`src/rtl/mem_stage_lsu_if.sv`:
```
// Bundles the EX/MEM inputs, the data-memory req/ack bus and the MEM/WB outputs of the memory stage.
// slave = the memory stage itself; master = whatever surrounds it (pipeline, memory, testbench).
interface mem_stage_lsu_if #(
  parameter int ADDR_W     = 32,
  parameter int REG_ADDR_W = 5
);
  // EX/MEM side
  logic                  in_valid;
  logic [31:0]           data_in;
  logic                  reg_write_en_in;
  logic [REG_ADDR_W-1:0] reg_addr_in;
  logic [3:0]            mem_op_in;
  logic [ADDR_W-1:0]     mem_addr_in;
  logic [31:0]           mem_write_data_in;
  logic                  hilo_write_en_in;
  logic [31:0]           hi_in;
  logic [31:0]           lo_in;
  logic                  stall_out;

  // data memory side
  logic                  dmem_req;
  logic                  dmem_we;
  logic [3:0]            dmem_be;
  logic [ADDR_W-1:0]     dmem_addr;
  logic [31:0]           dmem_wdata;
  logic                  dmem_ack;
  logic [31:0]           dmem_rdata;

  // MEM/WB side
  logic                  out_valid;
  logic [31:0]           data_out;
  logic                  reg_write_en_out;
  logic [REG_ADDR_W-1:0] reg_addr_out;
  logic                  hilo_write_en;
  logic [31:0]           hi_out;
  logic [31:0]           lo_out;
  logic                  addr_err;
  logic                  bus_err;

  modport slave (
    input  in_valid, data_in, reg_write_en_in, reg_addr_in, mem_op_in, mem_addr_in,
           mem_write_data_in, hilo_write_en_in, hi_in, lo_in, dmem_ack, dmem_rdata,
    output stall_out, dmem_req, dmem_we, dmem_be, dmem_addr, dmem_wdata,
           out_valid, data_out, reg_write_en_out, reg_addr_out, hilo_write_en,
           hi_out, lo_out, addr_err, bus_err
  );

  modport master (
    output in_valid, data_in, reg_write_en_in, reg_addr_in, mem_op_in, mem_addr_in,
           mem_write_data_in, hilo_write_en_in, hi_in, lo_in, dmem_ack, dmem_rdata,
    input  stall_out, dmem_req, dmem_we, dmem_be, dmem_addr, dmem_wdata,
           out_valid, data_out, reg_write_en_out, reg_addr_out, hilo_write_en,
           hi_out, lo_out, addr_err, bus_err
  );
endinterface

```
`src/rtl/mem_stage_lsu.sv`:
```
// Memory stage: registers ALU/HI-LO results into MEM/WB and runs sub-word loads/stores over req/ack.
// Latency 1 cycle without memory, >=2 with memory; stall_out holds upstream for the whole BUSY period.
module mem_stage_lsu #(
  parameter int ADDR_W      = 32,
  parameter int REG_ADDR_W  = 5,
  parameter int TIMEOUT_CYC = 255
) (
  input  logic           clk,
  input  logic           rst,
  mem_stage_lsu_if.slave bus
);

  localparam int              CNT_W    = (TIMEOUT_CYC > 0) ? $clog2(TIMEOUT_CYC + 1) : 1;
  localparam bit              TO_EN    = (TIMEOUT_CYC != 0);
  localparam logic [CNT_W-1:0] CNT_LAST = CNT_W'((TIMEOUT_CYC > 0) ? TIMEOUT_CYC - 1 : 0);

  typedef enum logic [0:0] {IDLE, BUSY} state_t;

  state_t state_q, state_d;

  logic in_ld, in_st, in_byte, in_half, in_word, in_sgn, in_misal;
  logic busy, accept, start, ack_done, to_hit;
  logic [3:0]  be_in;
  logic [31:0] wdata_in;

  // fields latched for the duration of a memory access
  logic                  we_q, ld_q, byte_q, half_q, sgn_q;
  logic [3:0]            be_q;
  logic [31:0]           wdata_q;
  logic [ADDR_W-1:0]     waddr_q;
  logic [1:0]            off_q;
  logic [31:0]           data_q, hi_q, lo_q;
  logic                  rwe_q, hwe_q;
  logic [REG_ADDR_W-1:0] raddr_q;

  logic [CNT_W-1:0] cnt_q, cnt_d;

  logic [31:0] lane, ld_val;

  // MEM/WB register
  logic                  out_valid_q, out_valid_d;
  logic [31:0]           data_out_q, data_out_d;
  logic                  rwe_out_q, rwe_out_d;
  logic [REG_ADDR_W-1:0] raddr_out_q, raddr_out_d;
  logic                  hwe_out_q, hwe_out_d;
  logic [31:0]           hi_out_q, hi_out_d;
  logic [31:0]           lo_out_q, lo_out_d;
  logic                  aerr_q, aerr_d;
  logic                  berr_q, berr_d;

  always_comb begin
    in_ld   = 1'b0;
    in_st   = 1'b0;
    in_byte = 1'b0;
    in_half = 1'b0;
    in_word = 1'b0;
    in_sgn  = 1'b0;
    case (bus.mem_op_in)
      4'b0001: begin in_ld = 1'b1; in_byte = 1'b1; in_sgn = 1'b1; end
      4'b0010: begin in_ld = 1'b1; in_byte = 1'b1; end
      4'b0011: begin in_ld = 1'b1; in_half = 1'b1; in_sgn = 1'b1; end
      4'b0100: begin in_ld = 1'b1; in_half = 1'b1; end
      4'b0101: begin in_ld = 1'b1; in_word = 1'b1; end
      4'b1001: begin in_st = 1'b1; in_byte = 1'b1; end
      4'b1010: begin in_st = 1'b1; in_half = 1'b1; end
      4'b1011: begin in_st = 1'b1; in_word = 1'b1; end
      default: ;
    endcase
  end

  assign in_misal = (in_half & bus.mem_addr_in[0]) |
                    (in_word & (bus.mem_addr_in[1:0] != 2'b00));
  assign busy     = (state_q == BUSY);
  assign accept   = (state_q == IDLE) & bus.in_valid;
  assign start    = accept & (in_ld | in_st) & ~in_misal;
  assign ack_done = busy & bus.dmem_ack;
  // an ack in the final allowed cycle takes priority over the timeout
  assign to_hit   = busy & ~bus.dmem_ack & TO_EN & (cnt_q == CNT_LAST);

  always_comb begin
    be_in    = 4'b1111;
    wdata_in = bus.mem_write_data_in;
    if (in_byte) begin
      be_in    = 4'b0001 << bus.mem_addr_in[1:0];
      wdata_in = {4{bus.mem_write_data_in[7:0]}};
    end else if (in_half) begin
      be_in    = 4'b0011 << bus.mem_addr_in[1:0];
      wdata_in = {2{bus.mem_write_data_in[15:0]}};
    end
  end

  always_ff @(posedge clk or negedge rst) begin
    if (!rst) begin
      we_q    <= 1'b0;
      ld_q    <= 1'b0;
      byte_q  <= 1'b0;
      half_q  <= 1'b0;
      sgn_q   <= 1'b0;
      be_q    <= '0;
      wdata_q <= '0;
      waddr_q <= '0;
      off_q   <= '0;
      data_q  <= '0;
      hi_q    <= '0;
      lo_q    <= '0;
      rwe_q   <= 1'b0;
      hwe_q   <= 1'b0;
      raddr_q <= '0;
    end else if (start) begin
      we_q    <= in_st;
      ld_q    <= in_ld;
      byte_q  <= in_byte;
      half_q  <= in_half;
      sgn_q   <= in_sgn;
      be_q    <= be_in;
      wdata_q <= wdata_in;
      waddr_q <= {bus.mem_addr_in[ADDR_W-1:2], 2'b00};
      off_q   <= bus.mem_addr_in[1:0];
      data_q  <= bus.data_in;
      hi_q    <= bus.hi_in;
      lo_q    <= bus.lo_in;
      rwe_q   <= bus.reg_write_en_in;
      hwe_q   <= bus.hilo_write_en_in;
      raddr_q <= bus.reg_addr_in;
    end
  end

  always_comb begin
    cnt_d = cnt_q;
    if (start) begin
      cnt_d = '0;
    end else if (busy && !bus.dmem_ack) begin
      cnt_d = cnt_q + CNT_W'(1);
    end
  end

  always_ff @(posedge clk or negedge rst) begin
    if (!rst) cnt_q <= '0;
    else      cnt_q <= cnt_d;
  end

  // little-endian lane select, then sign or zero extension
  assign lane = bus.dmem_rdata >> {off_q, 3'b000};

  always_comb begin
    if (byte_q)      ld_val = {{24{sgn_q & lane[7]}}, lane[7:0]};
    else if (half_q) ld_val = {{16{sgn_q & lane[15]}}, lane[15:0]};
    else             ld_val = lane;
  end

  always_ff @(posedge clk or negedge rst) begin
    if (!rst) state_q <= IDLE;
    else      state_q <= state_d;
  end

  always_comb begin
    state_d = state_q;
    case (state_q)
      IDLE:    if (start) state_d = BUSY;
      BUSY:    if (ack_done || to_hit) state_d = IDLE;
      default: state_d = IDLE;
    endcase
  end

  always_comb begin
    bus.stall_out  = busy;
    bus.dmem_req   = busy;
    bus.dmem_we    = busy & we_q;
    bus.dmem_be    = busy ? be_q : 4'b0000;
    bus.dmem_addr  = busy ? waddr_q : '0;
    bus.dmem_wdata = busy ? wdata_q : '0;
  end

  always_comb begin
    out_valid_d = 1'b0;
    data_out_d  = data_out_q;
    rwe_out_d   = 1'b0;
    raddr_out_d = raddr_out_q;
    hwe_out_d   = 1'b0;
    hi_out_d    = hi_out_q;
    lo_out_d    = lo_out_q;
    aerr_d      = 1'b0;
    berr_d      = 1'b0;
    if (accept && !(in_ld || in_st)) begin
      out_valid_d = 1'b1;
      data_out_d  = bus.data_in;
      rwe_out_d   = bus.reg_write_en_in;
      raddr_out_d = bus.reg_addr_in;
      hwe_out_d   = bus.hilo_write_en_in;
      hi_out_d    = bus.hi_in;
      lo_out_d    = bus.lo_in;
    end else if (accept && in_misal) begin
      out_valid_d = 1'b1;
      aerr_d      = 1'b1;
      data_out_d  = bus.data_in;
      raddr_out_d = bus.reg_addr_in;
      hi_out_d    = bus.hi_in;
      lo_out_d    = bus.lo_in;
    end else if (ack_done) begin
      out_valid_d = 1'b1;
      data_out_d  = ld_q ? ld_val : data_q;
      rwe_out_d   = rwe_q;
      raddr_out_d = raddr_q;
      hwe_out_d   = hwe_q;
      hi_out_d    = hi_q;
      lo_out_d    = lo_q;
    end else if (to_hit) begin
      out_valid_d = 1'b1;
      berr_d      = 1'b1;
      data_out_d  = data_q;
      raddr_out_d = raddr_q;
      hi_out_d    = hi_q;
      lo_out_d    = lo_q;
    end
  end

  always_ff @(posedge clk or negedge rst) begin
    if (!rst) begin
      out_valid_q <= 1'b0;
      data_out_q  <= '0;
      rwe_out_q   <= 1'b0;
      raddr_out_q <= '0;
      hwe_out_q   <= 1'b0;
      hi_out_q    <= '0;
      lo_out_q    <= '0;
      aerr_q      <= 1'b0;
      berr_q      <= 1'b0;
    end else begin
      out_valid_q <= out_valid_d;
      data_out_q  <= data_out_d;
      rwe_out_q   <= rwe_out_d;
      raddr_out_q <= raddr_out_d;
      hwe_out_q   <= hwe_out_d;
      hi_out_q    <= hi_out_d;
      lo_out_q    <= lo_out_d;
      aerr_q      <= aerr_d;
      berr_q      <= berr_d;
    end
  end

  assign bus.out_valid        = out_valid_q;
  assign bus.data_out         = data_out_q;
  assign bus.reg_write_en_out = rwe_out_q;
  assign bus.reg_addr_out     = raddr_out_q;
  assign bus.hilo_write_en    = hwe_out_q;
  assign bus.hi_out           = hi_out_q;
  assign bus.lo_out           = lo_out_q;
  assign bus.addr_err         = aerr_q;
  assign bus.bus_err          = berr_q;

endmodule

```
`src/flat_wrapper.sv`:
```
// flat-port wrapper written by rule: the top's interface ports become plain ports
module mem_stage_lsu_flat 
#(
  parameter int ADDR_W      = 32,
  parameter int REG_ADDR_W  = 5,
  parameter int TIMEOUT_CYC = 255
)
  (clk, rst, bus_in_valid, bus_data_in, bus_reg_write_en_in, bus_reg_addr_in, bus_mem_op_in, bus_mem_addr_in, bus_mem_write_data_in, bus_hilo_write_en_in, bus_hi_in, bus_lo_in, bus_dmem_ack, bus_dmem_rdata, bus_stall_out, bus_dmem_req, bus_dmem_we, bus_dmem_be, bus_dmem_addr, bus_dmem_wdata, bus_out_valid, bus_data_out, bus_reg_write_en_out, bus_reg_addr_out, bus_hilo_write_en, bus_hi_out, bus_lo_out, bus_addr_err, bus_bus_err);
  mem_stage_lsu_if #(.ADDR_W(ADDR_W), .REG_ADDR_W(REG_ADDR_W)) bus_i ();
  input  logic clk;
  input  logic rst;
  input wire logic [$bits(bus_i.in_valid)-1:0] bus_in_valid;
  input wire logic [$bits(bus_i.data_in)-1:0] bus_data_in;
  input wire logic [$bits(bus_i.reg_write_en_in)-1:0] bus_reg_write_en_in;
  input wire logic [$bits(bus_i.reg_addr_in)-1:0] bus_reg_addr_in;
  input wire logic [$bits(bus_i.mem_op_in)-1:0] bus_mem_op_in;
  input wire logic [$bits(bus_i.mem_addr_in)-1:0] bus_mem_addr_in;
  input wire logic [$bits(bus_i.mem_write_data_in)-1:0] bus_mem_write_data_in;
  input wire logic [$bits(bus_i.hilo_write_en_in)-1:0] bus_hilo_write_en_in;
  input wire logic [$bits(bus_i.hi_in)-1:0] bus_hi_in;
  input wire logic [$bits(bus_i.lo_in)-1:0] bus_lo_in;
  input wire logic [$bits(bus_i.dmem_ack)-1:0] bus_dmem_ack;
  input wire logic [$bits(bus_i.dmem_rdata)-1:0] bus_dmem_rdata;
  output wire logic [$bits(bus_i.stall_out)-1:0] bus_stall_out;
  output wire logic [$bits(bus_i.dmem_req)-1:0] bus_dmem_req;
  output wire logic [$bits(bus_i.dmem_we)-1:0] bus_dmem_we;
  output wire logic [$bits(bus_i.dmem_be)-1:0] bus_dmem_be;
  output wire logic [$bits(bus_i.dmem_addr)-1:0] bus_dmem_addr;
  output wire logic [$bits(bus_i.dmem_wdata)-1:0] bus_dmem_wdata;
  output wire logic [$bits(bus_i.out_valid)-1:0] bus_out_valid;
  output wire logic [$bits(bus_i.data_out)-1:0] bus_data_out;
  output wire logic [$bits(bus_i.reg_write_en_out)-1:0] bus_reg_write_en_out;
  output wire logic [$bits(bus_i.reg_addr_out)-1:0] bus_reg_addr_out;
  output wire logic [$bits(bus_i.hilo_write_en)-1:0] bus_hilo_write_en;
  output wire logic [$bits(bus_i.hi_out)-1:0] bus_hi_out;
  output wire logic [$bits(bus_i.lo_out)-1:0] bus_lo_out;
  output wire logic [$bits(bus_i.addr_err)-1:0] bus_addr_err;
  output wire logic [$bits(bus_i.bus_err)-1:0] bus_bus_err;
  assign bus_i.in_valid = bus_in_valid;
  assign bus_i.data_in = bus_data_in;
  assign bus_i.reg_write_en_in = bus_reg_write_en_in;
  assign bus_i.reg_addr_in = bus_reg_addr_in;
  assign bus_i.mem_op_in = bus_mem_op_in;
  assign bus_i.mem_addr_in = bus_mem_addr_in;
  assign bus_i.mem_write_data_in = bus_mem_write_data_in;
  assign bus_i.hilo_write_en_in = bus_hilo_write_en_in;
  assign bus_i.hi_in = bus_hi_in;
  assign bus_i.lo_in = bus_lo_in;
  assign bus_i.dmem_ack = bus_dmem_ack;
  assign bus_i.dmem_rdata = bus_dmem_rdata;
  assign bus_stall_out = bus_i.stall_out;
  assign bus_dmem_req = bus_i.dmem_req;
  assign bus_dmem_we = bus_i.dmem_we;
  assign bus_dmem_be = bus_i.dmem_be;
  assign bus_dmem_addr = bus_i.dmem_addr;
  assign bus_dmem_wdata = bus_i.dmem_wdata;
  assign bus_out_valid = bus_i.out_valid;
  assign bus_data_out = bus_i.data_out;
  assign bus_reg_write_en_out = bus_i.reg_write_en_out;
  assign bus_reg_addr_out = bus_i.reg_addr_out;
  assign bus_hilo_write_en = bus_i.hilo_write_en;
  assign bus_hi_out = bus_i.hi_out;
  assign bus_lo_out = bus_i.lo_out;
  assign bus_addr_err = bus_i.addr_err;
  assign bus_bus_err = bus_i.bus_err;
  mem_stage_lsu #(.ADDR_W(ADDR_W), .REG_ADDR_W(REG_ADDR_W), .TIMEOUT_CYC(TIMEOUT_CYC)) u_core (.clk(clk), .rst(rst), .bus(bus_i));
endmodule
```
`config.mk`:
```
export PLATFORM = sky130hd
export DESIGN_NAME = mem_stage_lsu_flat
export DESIGN_NICKNAME = d
export VERILOG_FILES = /design/src/rtl/mem_stage_lsu_if.sv /design/src/rtl/mem_stage_lsu.sv /design/src/flat_wrapper.sv
export SDC_FILE = /design/constraint.sdc
export NUM_CORES = 1
export LEC_CHECK = 0
export CAP_MARGIN = 0
export CORE_MARGIN = 5
export CORE_UTILIZATION = 59
export DETAILED_ROUTE_END_ITERATION = 8
export DONT_BUFFER_PORTS = 1
export PLACE_DENSITY = 0.8
export SYNTH_ARGS = -nofsm -noshare
export SYNTH_HDL_FRONTEND = slang
export SYNTH_SLANG_ARGS = --single-unit
```
`constraint.sdc`:
```
create_clock -name clk -period 2.4 [get_ports clk]
set_clock_uncertainty 0.1 [all_clocks]
set_input_delay 0.36 -clock clk [delete_from_list [all_inputs] [get_ports clk]]
set_output_delay 0.36 -clock clk [all_outputs]
set_load 0.1 [all_outputs]
```
==> impl_metrics.toml <==
[outcome]
outcome = "finished, violations left"
violations = "negative hold slack"

[logic_synthesis]
synthFlopType = "dfrtp_1"
synth_xor_area_share_pct = 0.4349
yosysWarnings = 0
yosysTopAreaCell = "dfrtp_1"
yosysUniqueCellTypes = 60
synth_top_area_share_pct = 51.66
yosys-top-cells-area = "dfrtp_1, mux2_4, mux2_2"
netlist_instances = 1222
synth_seq_cells = 291
synth-edff-count = 0
syn_area_um2 = 14100
yosysSeqAreaShare_pct = 51.66
muxShareOfSynthArea_pct = 18.54
synth_fa_ha_area_share_pct = 0.5326
avgSynthCellArea_um2 = 11.54
synth_top_family_by_area = "multiplexers"
synthArstFlopShare_pct = 100.0
synth_compound_area_share_pct = 15.42
synthSimpleGateAreaFrac_pct = 7.634

[floorplanning]
die_h_um = 164.6
dieArea_um2 = 27080
core_um2 = 23470
start_util_pct = 60.05
fp.dieW_um = 164.6
io_pins = 384
placementRows = 56

[power]
switching_share_pct = 44.95
seqPwrFrac_pct = 34.9
total_leakage_power_nw = 8.932
pwr-share-clk_pct = 21.7
pwr_density_cell_nw_per_um2 = 1142
pwr-share-comb_pct = 43.4
p_sw_mw = 9.946
p_int_mw = 12.18
totalPowerFinal_mw = 22.13
ir_drop_mv = 0.7678

[grt]
gr-total-overflow = 0
grt_max_degree = 292
grt_pass1_wl_um = 73230
grt_use_total_pct = 34.60
grt_pass1_vias = 12760
antenna_found_initial = 9

[clock_network]
clk_pin_slew_ns = 0.06
cts_made_buffers = 30
cts_sinks = 291
cts_tree = "yes"
clock_latency_ns = 0.56
clockBufferDepth = 3
clock-root-buffer = "clkbuf_16"
htree_levels = 1

[setup_path]
crit_fanout = 32
r2r_slack_ns = 0.04
crit_arrival_ns = 1.94
critical_path_class = "reg2out"
critPathLaunchType = "register"
cp-startpoint = "u_core.bus.dmem_req"
r2r-start = "u_core.cnt_q[0]"
r2r_end = "u_core.bus.data_out[12]"
crit_path_end_kind = "output port"
r2r_cells = 8
required_ns = 1.94

[sta]
setup_viol = 0
finalHoldViolCount = 291
post-route-period-util_pct = 99.92
final_max_slew_viol_count = 0
worst_slack_ns = 0.002034
slew_headroom_pct = 31.71
fmax_mhz = 417.0
grt_setup_unrepaired = "yes"
worstMarginPinSlew_ns = 1.018
holdWs_ns = -0.5952
fin_tns_setup_ns = 0
min_period_ns = 2.398

[routing]
final_antenna_net_count = 0
drc = 0
vias_per_cell = 6.403
vias = 12010
wl_per_cell_um = 25.91
drt_first_pass_iters = 8
dr.first_iter.drc_count = 1598
routed_wl_um = 48580

[flow_run]
maxCapViolCount = 0

[final_layout]
register_area_um2 = 7286
fill_cells = 1141
area_growth_syn_to_layout_pct = 37.45
final_net_count = 1740
multi_input_area_um2 = 6186
drive_gt1_share_pct = 31.40

[place]
gp_congestion = 0.9003
portBuffers = 0
post-place-ws_ns = -0.01930
dp_hpwl_um = 28290

[hold_path]
hold_class = "in2async"
-- layer usage --
layer,track usage [%],wire length [µm],vias to the layer above
li1,-,-,4968
met1,40.11,16760,5957
met3,8.934,4736,212
met2,59.17,24150,864
met4,18.07,2916,4
met5,0,25,-
-- cell families (layout without fill, tap and decap cells) --
group / Yosys count / after routing
AO/OA/AOI/OAI: 325 / 325
XOR/XNOR: 7 / 7
adder cells (fa/ha/maj): 6 / 6
buffers and inverters: 184 / 509
flip-flops: 291 / 291
multiplexers: 204 / 204
other: 1 / 10
AND/OR/NAND/NOR: 204 / 204
-- area by class of cell --
type | count | area share (%)
clock inverter | 4 | 0.2519
inverter | 94 | 1.821
tap | 319 | 2.060
timing repair buffer | 362 | 21.26
clock buffer | 49 | 4.973
multi-input combinational | 748 | 31.93
antenna | 8 | 0.1033
sequential | 291 | 37.60
-- power groups by stage --
stage | combinational, mW | sequential [mW] | clock (mW)
2_1_floorplan | 3.84 | 10.5 | 0
3_3_place_gp | 8.92 | 7.53 | 0
3_5_place_dp | 9.10 | 7.63 | 0
4_1_cts | 9.42 | 7.58 | 4.78
5_1_grt | 9.94 | 7.81 | 5.05
6_report | 9.61 | 7.71 | 4.81
-- flip-flops by register name (all words and copies together) (netlist names), 5 cells and up --
register                 flops
u_core.bus.data_out         32
u_core.bus.hi_out           32
u_core.bus.lo_out           32
u_core.data_q               32
u_core.hi_q                 32
u_core.lo_q                 32
u_core.wdata_q              32
u_core.waddr_q              30
u_core.cnt_q                 8
u_core.bus.reg_addr_out      5
u_core.raddr_q               5
-- worst max-delay path, cell delays in order, from the launching register on --
cell     delay [ns]
dfrtp_4        0.51
buf_4          0.33
buf_4          0.54
-- metrics by stage --
stage | cells | hold WS, ns | area, µm² | util [%]
2_1_floorplan | 1223 | -0.03559 | 14250 | -
3_3_place_gp | 1647 | -0.02737 | 16670 | 71.01
3_5_place_dp | 1647 | -0.02494 | 16670 | 71.01
4_1_cts | 1863 | -0.6026 | 19310 | 82.27
5_1_grt | 1873 | -0.6148 | 19370 | 82.52
6_report | 1875 | -0.5952 | 19370 | 82.54
-- what timing repair did --
action | CTS | global route
buffers inserted | 0 | 2
resized for setup | 0 | 3
hold buffers | 163 | 2
endpoints found under the setup margin | 0 | 28
endpoints found under the hold margin | 564 | 292
-- synth_stat cells, types with 3 or more instances --
master     count
a221oi_1      14
buf_1         12
a2bb2oi_1      7
mux2_4        97
and2_1        57
o22ai_1        4
buf_2         18
dfrtp_1      291
or3_1         10
a21oi_1       36
a211o_1        4
o21ai_0      111
a211oi_1       3
inv_1         93
and3_1         8
o21ai_1       11
a22o_1         5
mux2i_1       38
a22oi_1       70
ha_1           6
clkbuf_1      45
nand2_1       52
a41oi_1        8
nor3b_1        5
mux2_2        69
nor2b_1        8
o21a_1         9
nand3_1       11
buf_4          4
nor2_1        37
a32oi_1        9
buf_6         11
xor2_1         3
a221o_1       15
xnor2_1        4
o221ai_1       8
-- worst max-delay path by stage --
stage,depth (start not counted),to
floorplan,5,bus_dmem_be[0]
global placement,8,u_core.byte_q
detailed placement,8,u_core.data_q[21]
CTS,2,bus_stall_out
global route,8,u_core.bus.data_out[12]
finish,2,bus_stall_out
-- placed cells by master, fill, tap and decap left out, types with 7 or more instances in the layout --
master / instances
a21oi_1: 36
a221o_1: 15
a221oi_1: 14
a22oi_1: 70
a2bb2oi_1: 7
a32oi_1: 9
a41oi_1: 8
and2_1: 7
and2_2: 50
and3_1: 8
buf_12: 79
buf_4: 118
clkbuf_16: 31
clkbuf_8: 12
dfrtp_1: 290
diode_2: 8
dlygate4sd3_1: 165
inv_1: 92
mux2_2: 69
mux2_4: 97
mux2i_1: 38
nand2_1: 52
nand3_1: 11
nor2_1: 26
nor2_4: 13
o21a_1: 8
o21ai_0: 111
o21ai_1: 11
o221ai_1: 8
or3_1: 10
(Power assumes the default switching activity.)
